**config.mk**
```make
export PLATFORM = sky130hd
export DESIGN_NAME = operand_fetch_stage
export DESIGN_NICKNAME = d
export VERILOG_FILES = /design/src/rtl/operand_fetch_stage.sv
export SDC_FILE = /design/constraint.sdc
export NUM_CORES = 1
export LEC_CHECK = 0
export CAP_MARGIN = 15
export CORE_AREA = 2 2 133 135
export DETAILED_ROUTE_END_ITERATION = 6
export DIE_AREA = 0 0 135 137
export HOLD_SLACK_MARGIN = 0.15
export PLACE_DENSITY = 0.77
export SLEW_MARGIN = 20
export SYNTH_ARGS = -nofsm -noshare
export SYNTH_HDL_FRONTEND = slang
export SYNTH_SLANG_ARGS = --single-unit
```
**constraint.sdc**
```tcl
create_clock -name clk_i -period 4.9 [get_ports clk_i]
set_clock_uncertainty 0.15 [all_clocks]
set_input_delay 0.98 -clock clk_i [delete_from_list [all_inputs] [get_ports clk_i]]
set_output_delay 0.98 -clock clk_i [all_outputs]
set_load 0.02 [all_outputs]
```
**src/rtl/operand_fetch_stage.sv**
```systemverilog
// ---------------------------------------------------------------------------
// operand_fetch_stage
//   Decode / operand-fetch stage that sits between instruction fetch and
//   execute. It drives the read addresses of a 16x32 2R1W register file
//   whose read data arrives one cycle after the address. It holds one
//   instruction and returns its operands with these adjustments:
//     - write-back bypass for a write that lands on the same edge as the
//       register-file read
//     - R15 reads return pc + 8
//     - a load-use interlock against an LDR that is currently in execute
//
// Ports
//   clk_i, reset_i            clock, synchronous active-high reset
//   in_valid_i / in_ready_o   fetch-side handshake
//   instr_i, pc_i             instruction word and its address
//   rf_rd_addr1_o/2_o         register-file read addresses (Rn, Rm or Rd)
//   rf_rd_data1_i/2_i         register-file read data, one cycle later
//   wb_en_i/addr_i/data_i     write-back port (same as the RF write port)
//   ex_load_i, ex_load_rd_i   LDR in execute and its destination
//   out_valid_o / out_ready_i execute-side handshake
//   op_a_o, op_b_o            operands after bypass and R15 substitution
//   rd_o, cond_o, opcode_o, imm_sel_o, imm12_o, set_flags_o,
//   is_load_o, is_store_o, is_branch_o, br_off_o, pc_o
//                             decoded fields of the held instruction
// ---------------------------------------------------------------------------
module operand_fetch_stage #(
  parameter int DW = 32,
  parameter int AW = 4
) (
  input  logic          clk_i,
  input  logic          reset_i,
  input  logic          in_valid_i,
  output logic          in_ready_o,
  input  logic [31:0]   instr_i,
  input  logic [31:0]   pc_i,
  output logic [AW-1:0] rf_rd_addr1_o,
  output logic [AW-1:0] rf_rd_addr2_o,
  input  logic [DW-1:0] rf_rd_data1_i,
  input  logic [DW-1:0] rf_rd_data2_i,
  input  logic          wb_en_i,
  input  logic [AW-1:0] wb_addr_i,
  input  logic [DW-1:0] wb_data_i,
  input  logic          ex_load_i,
  input  logic [AW-1:0] ex_load_rd_i,
  output logic          out_valid_o,
  input  logic          out_ready_i,
  output logic [DW-1:0] op_a_o,
  output logic [DW-1:0] op_b_o,
  output logic [AW-1:0] rd_o,
  output logic [3:0]    cond_o,
  output logic [3:0]    opcode_o,
  output logic          imm_sel_o,
  output logic [11:0]   imm12_o,
  output logic          set_flags_o,
  output logic          is_load_o,
  output logic          is_store_o,
  output logic          is_branch_o,
  output logic [DW-1:0] br_off_o,
  output logic [31:0]   pc_o
);

  localparam logic [AW-1:0] PC_REG = AW'(15);

  logic          valid_q;
  logic          fresh_q;
  logic [31:0]   instr_q;
  logic [31:0]   pc_q;
  logic          byp1_q;
  logic          byp2_q;
  logic [DW-1:0] bdat1_q;
  logic [DW-1:0] bdat2_q;

  logic          acc;
  logic          hazard;
  logic          is_dp;
  logic          is_ls;
  logic          store_q;
  logic          store_in;
  logic          src2_read;
  logic [AW-1:0] src1_q;
  logic [AW-1:0] src2_q;
  logic [AW-1:0] src1_in;
  logic [AW-1:0] src2_in;
  logic [DW-1:0] pc_plus8;

  // Decode of the held instruction
  assign is_dp   = (instr_q[27:26] == 2'b00);
  assign is_ls   = (instr_q[27:26] == 2'b01);
  assign store_q = is_ls && !instr_q[20];
  assign src1_q  = AW'(instr_q[19:16]);
  assign src2_q  = store_q ? AW'(instr_q[15:12]) : AW'(instr_q[3:0]);

  // Port 2 only matters for the interlock when the instruction really uses
  // it: register operand 2, register offset, or the data of a store.
  assign src2_read = (is_dp && !instr_q[25]) || (is_ls && instr_q[25]) || store_q;

  // Source addresses of the incoming instruction
  assign store_in = (instr_i[27:26] == 2'b01) && !instr_i[20];
  assign src1_in  = AW'(instr_i[19:16]);
  assign src2_in  = store_in ? AW'(instr_i[15:12]) : AW'(instr_i[3:0]);

  assign hazard = valid_q && ex_load_i &&
                  ((ex_load_rd_i == src1_q) || (src2_read && (ex_load_rd_i == src2_q)));

  // fresh_q covers the register-file read latency after an accept
  assign out_valid_o = valid_q && !hazard && !fresh_q;
  assign in_ready_o  = !valid_q || (out_ready_i && out_valid_o);
  assign acc         = in_valid_i && in_ready_o;

  // Re-reading the held sources whenever nothing new is accepted keeps the
  // RF data tracking the held instruction through stalls and hazards.
  assign rf_rd_addr1_o = acc ? src1_in : src1_q;
  assign rf_rd_addr2_o = acc ? src2_in : src2_q;

  assign pc_plus8 = DW'(pc_q + 32'd8);

  // R15 wins over the bypass; outputs read as zero while nothing is held
  always_comb begin
    op_a_o = '0;
    op_b_o = '0;
    if (valid_q) begin
      if (src1_q == PC_REG) op_a_o = pc_plus8;
      else if (byp1_q)      op_a_o = bdat1_q;
      else                  op_a_o = rf_rd_data1_i;

      if (src2_q == PC_REG) op_b_o = pc_plus8;
      else if (byp2_q)      op_b_o = bdat2_q;
      else                  op_b_o = rf_rd_data2_i;
    end
  end

  assign rd_o        = AW'(instr_q[15:12]);
  assign cond_o      = instr_q[31:28];
  assign opcode_o    = instr_q[24:21];
  assign imm_sel_o   = is_dp ? instr_q[25] : (is_ls ? !instr_q[25] : 1'b0);
  assign imm12_o     = instr_q[11:0];
  assign set_flags_o = is_dp && instr_q[20];
  assign is_load_o   = is_ls && instr_q[20];
  assign is_store_o  = store_q;
  assign is_branch_o = (instr_q[27:25] == 3'b101);
  assign br_off_o    = DW'({{6{instr_q[23]}}, instr_q[23:0], 2'b00});
  assign pc_o        = pc_q;

  always_ff @(posedge clk_i) begin
    if (reset_i) begin
      valid_q <= 1'b0;
      fresh_q <= 1'b0;
      instr_q <= '0;
      pc_q    <= '0;
      byp1_q  <= 1'b0;
      byp2_q  <= 1'b0;
      bdat1_q <= '0;
      bdat2_q <= '0;
    end else begin
      // A write on the same edge as the read returns stale RF data, so the
      // written value is captured here and substituted next cycle.
      byp1_q  <= wb_en_i && (wb_addr_i == rf_rd_addr1_o);
      byp2_q  <= wb_en_i && (wb_addr_i == rf_rd_addr2_o);
      bdat1_q <= wb_data_i;
      bdat2_q <= wb_data_i;
      fresh_q <= acc;
      if (acc) begin
        valid_q <= 1'b1;
        instr_q <= instr_i;
        pc_q    <= pc_i;
      end else if (out_valid_o && out_ready_i) begin
        valid_q <= 1'b0;
      end
    end
  end

endmodule

```
# Word-level counts from Yosys, hierarchy flattened
# Index checks and enable logic that the tools add are counted.
# W data, S select, Z words.
dict set report totals {
  output_inout_bits 167
  ff_bits 100
}
dict set report classes {
  eq_ne 9
  mux 14
  n_reduce_logical 27
  n_addsub 1
}
# operator n
set op_table {}
lappend op_table {{$mux W32} 6}
lappend op_table {{$add A32 B4 Y32 const B} 1}
lappend op_table {{$eq A4 B4 Y1} 4}
lappend op_table {{$mux W4} 4}
lappend op_table {{$logic_and A1 B1 Y1} 15}
lappend op_table {{$eq A4 B4 Y1 const B} 2}
lappend op_table {{$logic_not A1 Y1} 6}
lappend op_table {{$eq A2 B1 Y1 const B} 2}
lappend op_table {{$logic_or A1 B1 Y1} 4}
lappend op_table {{$mux W1} 4}
lappend op_table {{$eq A3 B3 Y1 const B} 1}
lappend op_table {{$logic_not A2 Y1} 1}
lappend op_table {{$reduce_bool A2 Y1} 1}

# Logic depth before layout (Yosys ltp)
# Gate-level depths: netlist of run 1.
dict set report depth {
  word_depth 16
  ltp_mapped 12
  mapped_depth_nobuf 8
}

# Worst setup path before layout of run 1
# Ideal clock, no wire load.
dict set report synth_timing {
  kind {register to output}
  start {register instr_q[26]}
  end {output port rf_rd_addr2_o[0]}
  required_ns 3.770
  setup_slack_ns 1.061
  path_stages_with_launch 10
  n_path_buf 3
  arrival_ns 2.709
  cell_sequence {dfxtp_1 -> nor3b_4 -> mux2i_1 -> mux2i_1 -> a22oi_1 -> a31oi_1 -> buf_6 -> buf_6 -> buf_6 -> mux2i_1}
}
dict set report synth_between {
  elab_chain_len 14
}
# item line
set synth_lines {}
lappend synth_lines {{from (decl)} 66} ;# logic [31:0] instr_q;
lappend synth_lines {{from (signal assigned)} 164} ;# instr_q <= instr_i;
lappend synth_lines {{$eq A2 B1 Y1 (*)} 88} ;# assign is_ls = (instr_q[27:26] == 2'b01);
lappend synth_lines {{$logic_and A1 B1 Y1 (*)} 89} ;# assign store_q = is_ls && !instr_q[20];
lappend synth_lines {{net is_store_o} 56} ;# output logic is_store_o,
lappend synth_lines {{$mux W4} 91} ;# assign src2_q = store_q ? AW'(instr_q[15:12]) : AW'(instr_q[3:0]);
lappend synth_lines {{$eq A4 B4 Y1} 103} ;# ((ex_load_rd_i == src1_q) || (src2_read && (ex_load_rd_i == src2_q)));
lappend synth_lines {{$logic_and A1 B1 Y1} 103}
lappend synth_lines {{$logic_or A1 B1 Y1} 103}
lappend synth_lines {{$logic_and A1 B1 Y1} 102} ;# assign hazard = valid_q && ex_load_i &&
lappend synth_lines {{$logic_not A1 Y1} 106} ;# assign out_valid_o = valid_q && !hazard && !fresh_q;
lappend synth_lines {{$logic_and A1 B1 Y1 (2 in a row)} 106}
lappend synth_lines {{$logic_and A1 B1 Y1} 107} ;# assign in_ready_o = !valid_q || (out_ready_i && out_valid_o);
lappend synth_lines {{$logic_or A1 B1 Y1} 107}
lappend synth_lines {{$logic_and A1 B1 Y1} 108} ;# assign acc = in_valid_i && in_ready_o;
lappend synth_lines {{$mux W4 (*)} 113} ;# assign rf_rd_addr2_o = acc ? src2_in : src2_q;
lappend synth_lines {{to (decl)} 37} ;# output logic [AW-1:0] rf_rd_addr2_o,
# The timed path passes the listed nets; every way through them passes the cells marked *.

# Worst setup path in the final report of run 1
dict set report layout_timing {
  start {input port ex_load_rd_i[3]}
  end {output port rf_rd_addr2_o[3]}
}
dict set report layout_between {
  elab_chain_len 11
}
# item line
set layout_lines {}
lappend layout_lines {{from (decl)} 44} ;# input logic [AW-1:0] ex_load_rd_i,
lappend layout_lines {{$eq A4 B4 Y1} 103}
lappend layout_lines {{$logic_and A1 B1 Y1} 103}
lappend layout_lines {{$logic_or A1 B1 Y1 (*)} 103}
lappend layout_lines {{$logic_and A1 B1 Y1 (*)} 102}
lappend layout_lines {{$logic_not A1 Y1 (*)} 106}
lappend layout_lines {{$logic_and A1 B1 Y1 (*) (2 in a row)} 106}
lappend layout_lines {{$logic_and A1 B1 Y1 (*)} 107}
lappend layout_lines {{$logic_or A1 B1 Y1 (*)} 107}
lappend layout_lines {{$logic_and A1 B1 Y1 (*)} 108}
lappend layout_lines {{$mux W4 (*)} 113}
# Every way passes the cells marked *; elsewhere a longest branch is shown, timed or not.

==> impl_results.md, run 1 <==
* Status: finished clean
* Starting DRT DRC Count at approximately 250
* Startpoint types: input port
* Area Growth Syn to Fin at 56.0%
* Peak Freq at 0.212 GHz
* Syn. warnings at 0
* Total negative slack at 0 ns
* Cells after synthesis at around 740
* Root Driver: clkbuf_16
* Drt via density at 4.90
* RSZ-0062 raised after global routing: no
* Post-synth top flop: dfxtp_1
* RR Startpoint: instr_q[26]
* Die Height at 137 um
* Largest delay contributor family on the critical path: buffers and inverters
* Starting Density at 37.1%
* Fin. max-slew vios at 0
* Critical path's largest stage delay at 0.66 ns
* CP max FO at 19
* Power density cells at 244 mW/mm^2
* Die ar. at between 0.015 and 0.02 sq mm
* CP most frequent cell: clkdlybuf4s50_1
* Maximum vdd drop at roughly 190 uV
* # fillers at 1554
* Hold_buf cts at 0
* Tot GR Track Use at 22.5%
* H-tree depth at 3
* Number of global-route vias before repair at about 5600
* Fin crit period at roughly 4.7 ns
* #FFs+latches synth at 100
* Commonest non-fill, non-tap cells in the layout: 337 x clkdlybuf4s50_1, 136 x mux2i_1, 103 x nand2_1
* Synth unique cells at 38
* Critical path buffers and inverters at 3
* Gpl congestion at between 0.8 and 0.9
* Post-DP HPWL at 16.5 mm
* EDFF count, synth at 0
* Die W at ~140 um
* Most common cell after layout, fill and taps aside: clkdlybuf4s50_1
* Flop-to-flop setup slack at about 1.7 ns
* Nets@finish at 1177
* PortBufs at 338
* PnR Total Power at around 2.4 mW
* TritonRoute pass-1 iters at 4
* First-pass GRT wire length at 32.0 mm
* Post-synthesis sequential area ratio at 31.7%
* CP Capture Type: output pin
* Worst hold endpoint: instr_q[24]
* Worst Path Required at 3.77 ns
* N_diodes at 0
* CP Data Arrival Time at 3.60 ns
* Crit path cell chain: clkdlybuf4s50_1, xor2_1, nor4_2, nor3b_2, o31ai_1, a31oi_4, buf_12, mux2i_1, clkdlybuf4s50_1
* Worst slew pin tran at 0.727 ns
* Worst min-delay path category: register to register
* Crit Path Class: input port to output pin
* Initial antenna violation count at 0
* HP Start: instr_q[24]
* Post-Route WL at 21.9 mm
* Worst R2R Path Depth at 11
* Levels on crit path at 9
* Final setup violation count at 0
* Max Cap Viol at 0
* CP max stage cell: clkdlybuf4s50_1
* Gr ovfl total at 0
* Syn avg cell area at 8.56 sq um
* Routed len/inst at ~18 um
* Leakage dissipation at between 4 and 5 nW
* Layout cells sized above 1 at roughly 5.3%
* Relative slew slack at between 50 and 60%
* Synthesized area at between 0.006 and 0.007 sq mm
* I/O pin count at approximately 340
* Total core area at 0.0171 sq mm
* TritonCTS buffer count at 9
* Via count at roughly 6000
* Num rows at 48
* CTS tree: built
* Clk slew on worst S/H paths at 0.07 ns
* CTS max path bufs at 2
* Hold slack at 0.348 ns
* # DRC at 0
* Sink Count at 100
* Final Cycle Share at 96.4%
* WHS Path Cells at 2
* Final hold violation count at 0
* Async S/R FF share, synth at 0%
* RR Endpoint: byp1_q
* Clk Latency, worst-skew pair at 0.35 ns
* Largest net degree at the start of global routing at 67
* Antenna Nets Post-Route at 0
==> stage by stage <==
stage	worst slack (ns)	instances	instance area (sq um)	utilization, %
finish	0.175	1231	9860	57.8
global route	0.0612	1231	9860	57.8
CTS	0.0650	1230	9810	57.5
detailed placement	0.142	1215	9510	55.7
global placement	0.200	1215	9510	55.7
floorplan	1.06	739	6320	-
==> kinds of logic (layout without fill, tap and decap cells) <==
| group | after synthesis | count (layout) | share of synthesized area [%] |
|---|---|---|---|
| adder cells (fa/ha/maj) | 1 | 1 | 0.198 |
| XOR/XNOR | 44 | 44 | 6.10 |
| flip-flops | 100 | 100 | 31.7 |
| AO/OA/AOI/OAI | 43 | 43 | 6.38 |
| AND/OR/NAND/NOR | 291 | 291 | 21.9 |
| other | 1 | 2 | 0.0593 |
| buffers and inverters | 117 | 384 | 11.1 |
| multiplexers | 141 | 141 | 22.6 |
==> cell type report <==
| cell class | count | area [sq um] | share of cell area (%) |
|---|---|---|---|
| flip-flops and latches | 100 | 2010 | 20.3 |
| clock buffers | 10 | 229 | 2.32 |
| multi-input cells | 522 | 3670 | 37.2 |
| inverters | 11 | 41.3 | 0.419 |
| clock inverters | 5 | 77.6 | 0.787 |
| repair buffers | 358 | 3560 | 36.1 |
| well taps | 225 | 282 | 2.85 |
==> what timing repair did <==
| action | in CTS | in global routing |
|---|---|---|
| resized for setup | 0 | 5 |
| endpoints found under the setup margin | 0 | 7 |
| buffers inserted | 0 | 1 |
==> worst min-delay path, cell delays in order, from the launching register on <==
cell	delay, ns
dfxtp_1	0.33
mux2i_1	0.06
nor2_1	0.07
==> synth_stat cells (3+ instances only) <==
cell | number | area [sq um]
mux2i_1 | 137 | 1370
xor2_1 | 19 | 166
buf_4 | 58 | 435
o211a_1 | 36 | 360
nor3_1 | 3 | 15.0
mux2i_2 | 4 | 55.1
clkbuf_1 | 38 | 143
nor4_1 | 4 | 25.0
nor2_1 | 82 | 308
nand2_1 | 103 | 387
nand3_1 | 10 | 50.1
and3_1 | 33 | 206
nor2b_1 | 35 | 219
nand4_1 | 4 | 25.0
buf_6 | 6 | 67.6
xnor2_1 | 25 | 219
buf_1 | 3 | 11.3
nor3b_1 | 3 | 22.5
dfxtp_1 | 100 | 2000
and3b_1 | 3 | 26.3
inv_1 | 11 | 41.3
==> sequential cells by signal (all words and copies together), names as in the netlist <==
name,cells
pc_o,32
byp1_q,1
valid_q,1
fresh_q,1
instr_q,32
byp2_q,1
bdat2_q,32
==> worst max path at each step <==
stage | start | endpoint | slack [ns]
3_3_place_gp | ex_load_rd_i[3] | rf_rd_addr2_o[3] | 0.20
2_1_floorplan | instr_q[26] | rf_rd_addr2_o[0] | 1.06
3_5_place_dp | ex_load_rd_i[3] | rf_rd_addr2_o[3] | 0.14
4_1_cts | instr_q[26] | rf_rd_addr2_o[3] | 0.07
5_1_grt | ex_load_rd_i[3] | rf_rd_addr2_o[3] | 0.06
6_report | ex_load_rd_i[3] | rf_rd_addr2_o[3] | 0.17
==> per-layer routing <==
metal	GRT usage, %	up-vias	wire (um)
li1	-	2960	-
met1	27.6	2829	9330
met2	39.0	222	10600
met3	5.41	23	1570
met4	7.12	0	399
met5	0	-	0
==> report_power, final <==
group | internal (mW) | switching (mW)
clock network | 0.444 | 0.319
registers | 0.865 | 0.0600
logic | 0.396 | 0.318
(Power assumes the default switching activity.)
==> inputs of run 2 (changes only) <==
--- a/config.mk
+++ b/config.mk
@@ -11,7 +11,6 @@
 export DIE_AREA = 0 0 135 137
 export HOLD_SLACK_MARGIN = 0.15
 export PLACE_DENSITY = 0.77
-export SLEW_MARGIN = 20
 export SYNTH_ARGS = -nofsm -noshare
 export SYNTH_HDL_FRONTEND = slang
 export SYNTH_SLANG_ARGS = --single-unit
==> constraint.sdc (replaced) <==
create_clock -name clk_i -period 4.8 [get_ports clk_i]
set_clock_uncertainty 0.15 [all_clocks]
set_input_delay 0.96 -clock clk_i [delete_from_list [all_inputs] [get_ports clk_i]]
set_output_delay 0.96 -clock clk_i [all_outputs]
set_load 0.02 [all_outputs]
==> impl_results.md, run 2 (synthesis gave the netlist of run 1 again) <==
* Num rows at 48 (unchanged)
* Final setup violation count at 0 (unchanged)
* Drt via density at 4.93 (was 4.90)
* CP Capture Type: output pin (unchanged)
* Hold_buf cts at 0 (unchanged)
* Clk slew on worst S/H paths at 0.07 ns (about the same)
* Final Core Density at 57.9% (was 57.8%)
* CP max FO at 17 (was 19)
* Worst Path Required at 3.69 ns (was 3.77 ns)
* Gpl congestion at 0.832 (was 0.845)
* Fin crit period at 4.67 ns
* PnR Total Power at 2.44 mW (was 2.40 mW)
* Antenna Nets Post-Route at 0 (unchanged)
* PortBufs at 338 (unchanged)
* Initial antenna violation count at 1 (was 0)
* CTS tree: built (unchanged)
* Die W at 135 um (unchanged)
* Worst slew pin tran at 0.685 ns (was 0.727 ns)
* Fin. max-slew vios at 0 (unchanged)
* Root Driver: clkbuf_16 (unchanged)
* # DRC at 0 (unchanged)
* Levels on crit path at 10 (was 9)
* Total negative slack at 0 ns (unchanged)
* Most common cell after layout, fill and taps aside: clkdlybuf4s50_1 (unchanged)
* Total core area at 0.0171 sq mm (unchanged)
* Power density cells at 246 mW/mm^2 (was 244 mW/mm^2)
* Met2 wire len at 10.7 mm (was 10.6 mm)
* CP most frequent cell: clkdlybuf4s50_1 (unchanged)
* Die Height at 137 um (unchanged)
* Maximum vdd drop at 202 uV (was 191 uV)
* CTS max path bufs at 2 (unchanged)
* Final WS setup at 0.125 ns (was 0.175 ns)
* Gr ovfl total at 0 (unchanged)
* Status: finished clean (unchanged)
* Area Growth Syn to Fin at 56.4% (was 56.0%)
* Max Cap Viol at 0 (unchanged)
* Top sig layer: met4 (unchanged)
* Critical path's largest stage delay at 0.62 ns (was 0.66 ns)
* TritonRoute pass-1 iters at 5 (was 4)
* Hold slack at 0.349 ns (was 0.348 ns)
* CP Data Arrival Time at 3.56 ns (was 3.60 ns)
* Routed len/inst at 18.0 um (was 17.8 um)
* WHS Path Cells at 2 (unchanged)
* Final instance area at 0.00988 sq mm (was 0.00986 sq mm)
* CP max stage cell: clkdlybuf4s50_1 (unchanged)
* Post-route insts no fill at 1235 (was 1231)
* Worst R2R Path Depth at 11 (unchanged)
* Post-DP HPWL at 16.6 mm (was 16.5 mm)
* First-pass GRT wire length at 32.8 mm (was 32.0 mm)
* Critical path buffers and inverters at 4 (was 3)
* Crit path cell chain: clkdlybuf4s50_1, xor2_1, nor4_2, nor3b_2, a22oi_1, a31oi_4, buf_12, mux2i_2, inv_1, clkdlybuf4s50_1 (was clkdlybuf4s50_1, xor2_1, nor4_2, nor3b_2, o31ai_1, a31oi_4, buf_12, mux2i_1, clkdlybuf4s50_1)
* Post-DP Area at 0.00952 sq mm (was 0.00951 sq mm)
* Largest net degree at the start of global routing at 65 (was 67)
* Die ar. at 0.0185 sq mm (unchanged)
* Layout cells sized above 1 at 5.45% (was 5.27%)
* Post-Route WL at 22.2 mm (was 21.9 mm)
* Largest delay contributor family on the critical path: buffers and inverters (unchanged)
* Placed Instances at 1217 (was 1215)
* Final hold violation count at 0 (unchanged)
* Commonest non-fill, non-tap cells in the layout: 336 x clkdlybuf4s50_1, 136 x mux2i_1, 103 x nand2_1 (was 337 x clkdlybuf4s50_1, 136 x mux2i_1, 103 x nand2_1)
* Tot GR Track Use at 23.0% (was 22.5%)
* TritonCTS buffer count at 9 (unchanged)
* Met3 Routed Length at 1.71 mm (was 1.57 mm)
* WL met1 at 9.20 mm (was 9.33 mm)
* Relative slew slack at 54.3% (was 51.6%)
* Starting Density at 37.1% (unchanged)
* Leakage dissipation at 4.17 nW (was 4.16 nW)
* Final Cycle Share at 97.4%
* H-tree depth at 3 (unchanged)
* Sink Count at 100 (unchanged)
* Startpoint types: input port (unchanged)
* I/O pin count at 341 (unchanged)
* RSZ-0062 raised after global routing: no (unchanged)
* Setup WS pre-CTS at 0.122 ns (was 0.142 ns)
* Worst min-delay path category: register to register (unchanged)
* Peak Freq at ~0.21 GHz
* Starting DRT DRC Count at 183 (was 246)
* Crit Path Class: input port to output pin (unchanged)
* Number of global-route vias before repair at 5862 (was 5628)
* Nets@finish at 1179 (was 1177)
* Clk Latency, worst-skew pair at 0.35 ns (about the same)
* Via count at 6092 (was 6034)
## run 2: what timing repair did
action,CTS,global route
setup endpoints to repair,4,8
buffers inserted,0,1
endpoints found under the hold margin,0,0
resized for setup,1,5
## run 2: worst paths after layout
path	from	endpoint	slack, ns
max	ex_load_rd_i[3]	rf_rd_addr1_o[0]	0.13
min	instr_q[28]	instr_q[28]	0.35
max reg2reg	instr_q[26]	byp1_q	1.54
min reg2reg	instr_q[28]	instr_q[28]	0.35
## run 2: layout make-up
type                            count  area, sq um
Fill cell                        1563         7170
Multi-Input combinational cell    522         3670
Timing Repair Buffer              360         3570
Sequential cell                   100         2010
Tap cell                          225          282
Clock buffer                       11          243
Clock inverter                      5         61.3
Inverter                           11         41.3
Antenna cell                        1         2.50
## run 2: layer usage
layer | GRT usage, % | up-vias
met1 | 27.7 | 2858
met5 | 0 | -
li1 | - | 2963
met3 | 5.33 | 37
met4 | 9.09 | 0
met2 | 39.9 | 234
## run 2: power breakdown
group / leakage, nW / switching [mW] / internal (mW)
Clock: 0.138 / 0.336 / 0.420
Sequential: 0.829 / 0.0623 / 0.883
Combinational: 3.21 / 0.327 / 0.407
Total: 4.17 / 0.726 / 1.71
## run 2: worst register-to-register path, cell delays in order, from the launching register on
cell and delay (ns):
dfxtp_1 0.44, nor3b_4 0.26, buf_12 0.16, mux2i_2 0.43, xnor2_1 0.16, o31ai_1 0.47, a31oi_4 0.17, buf_12 0.19
mux2i_2 0.17, buf_4 0.16, xnor2_1 0.13, nor4_2 0.28
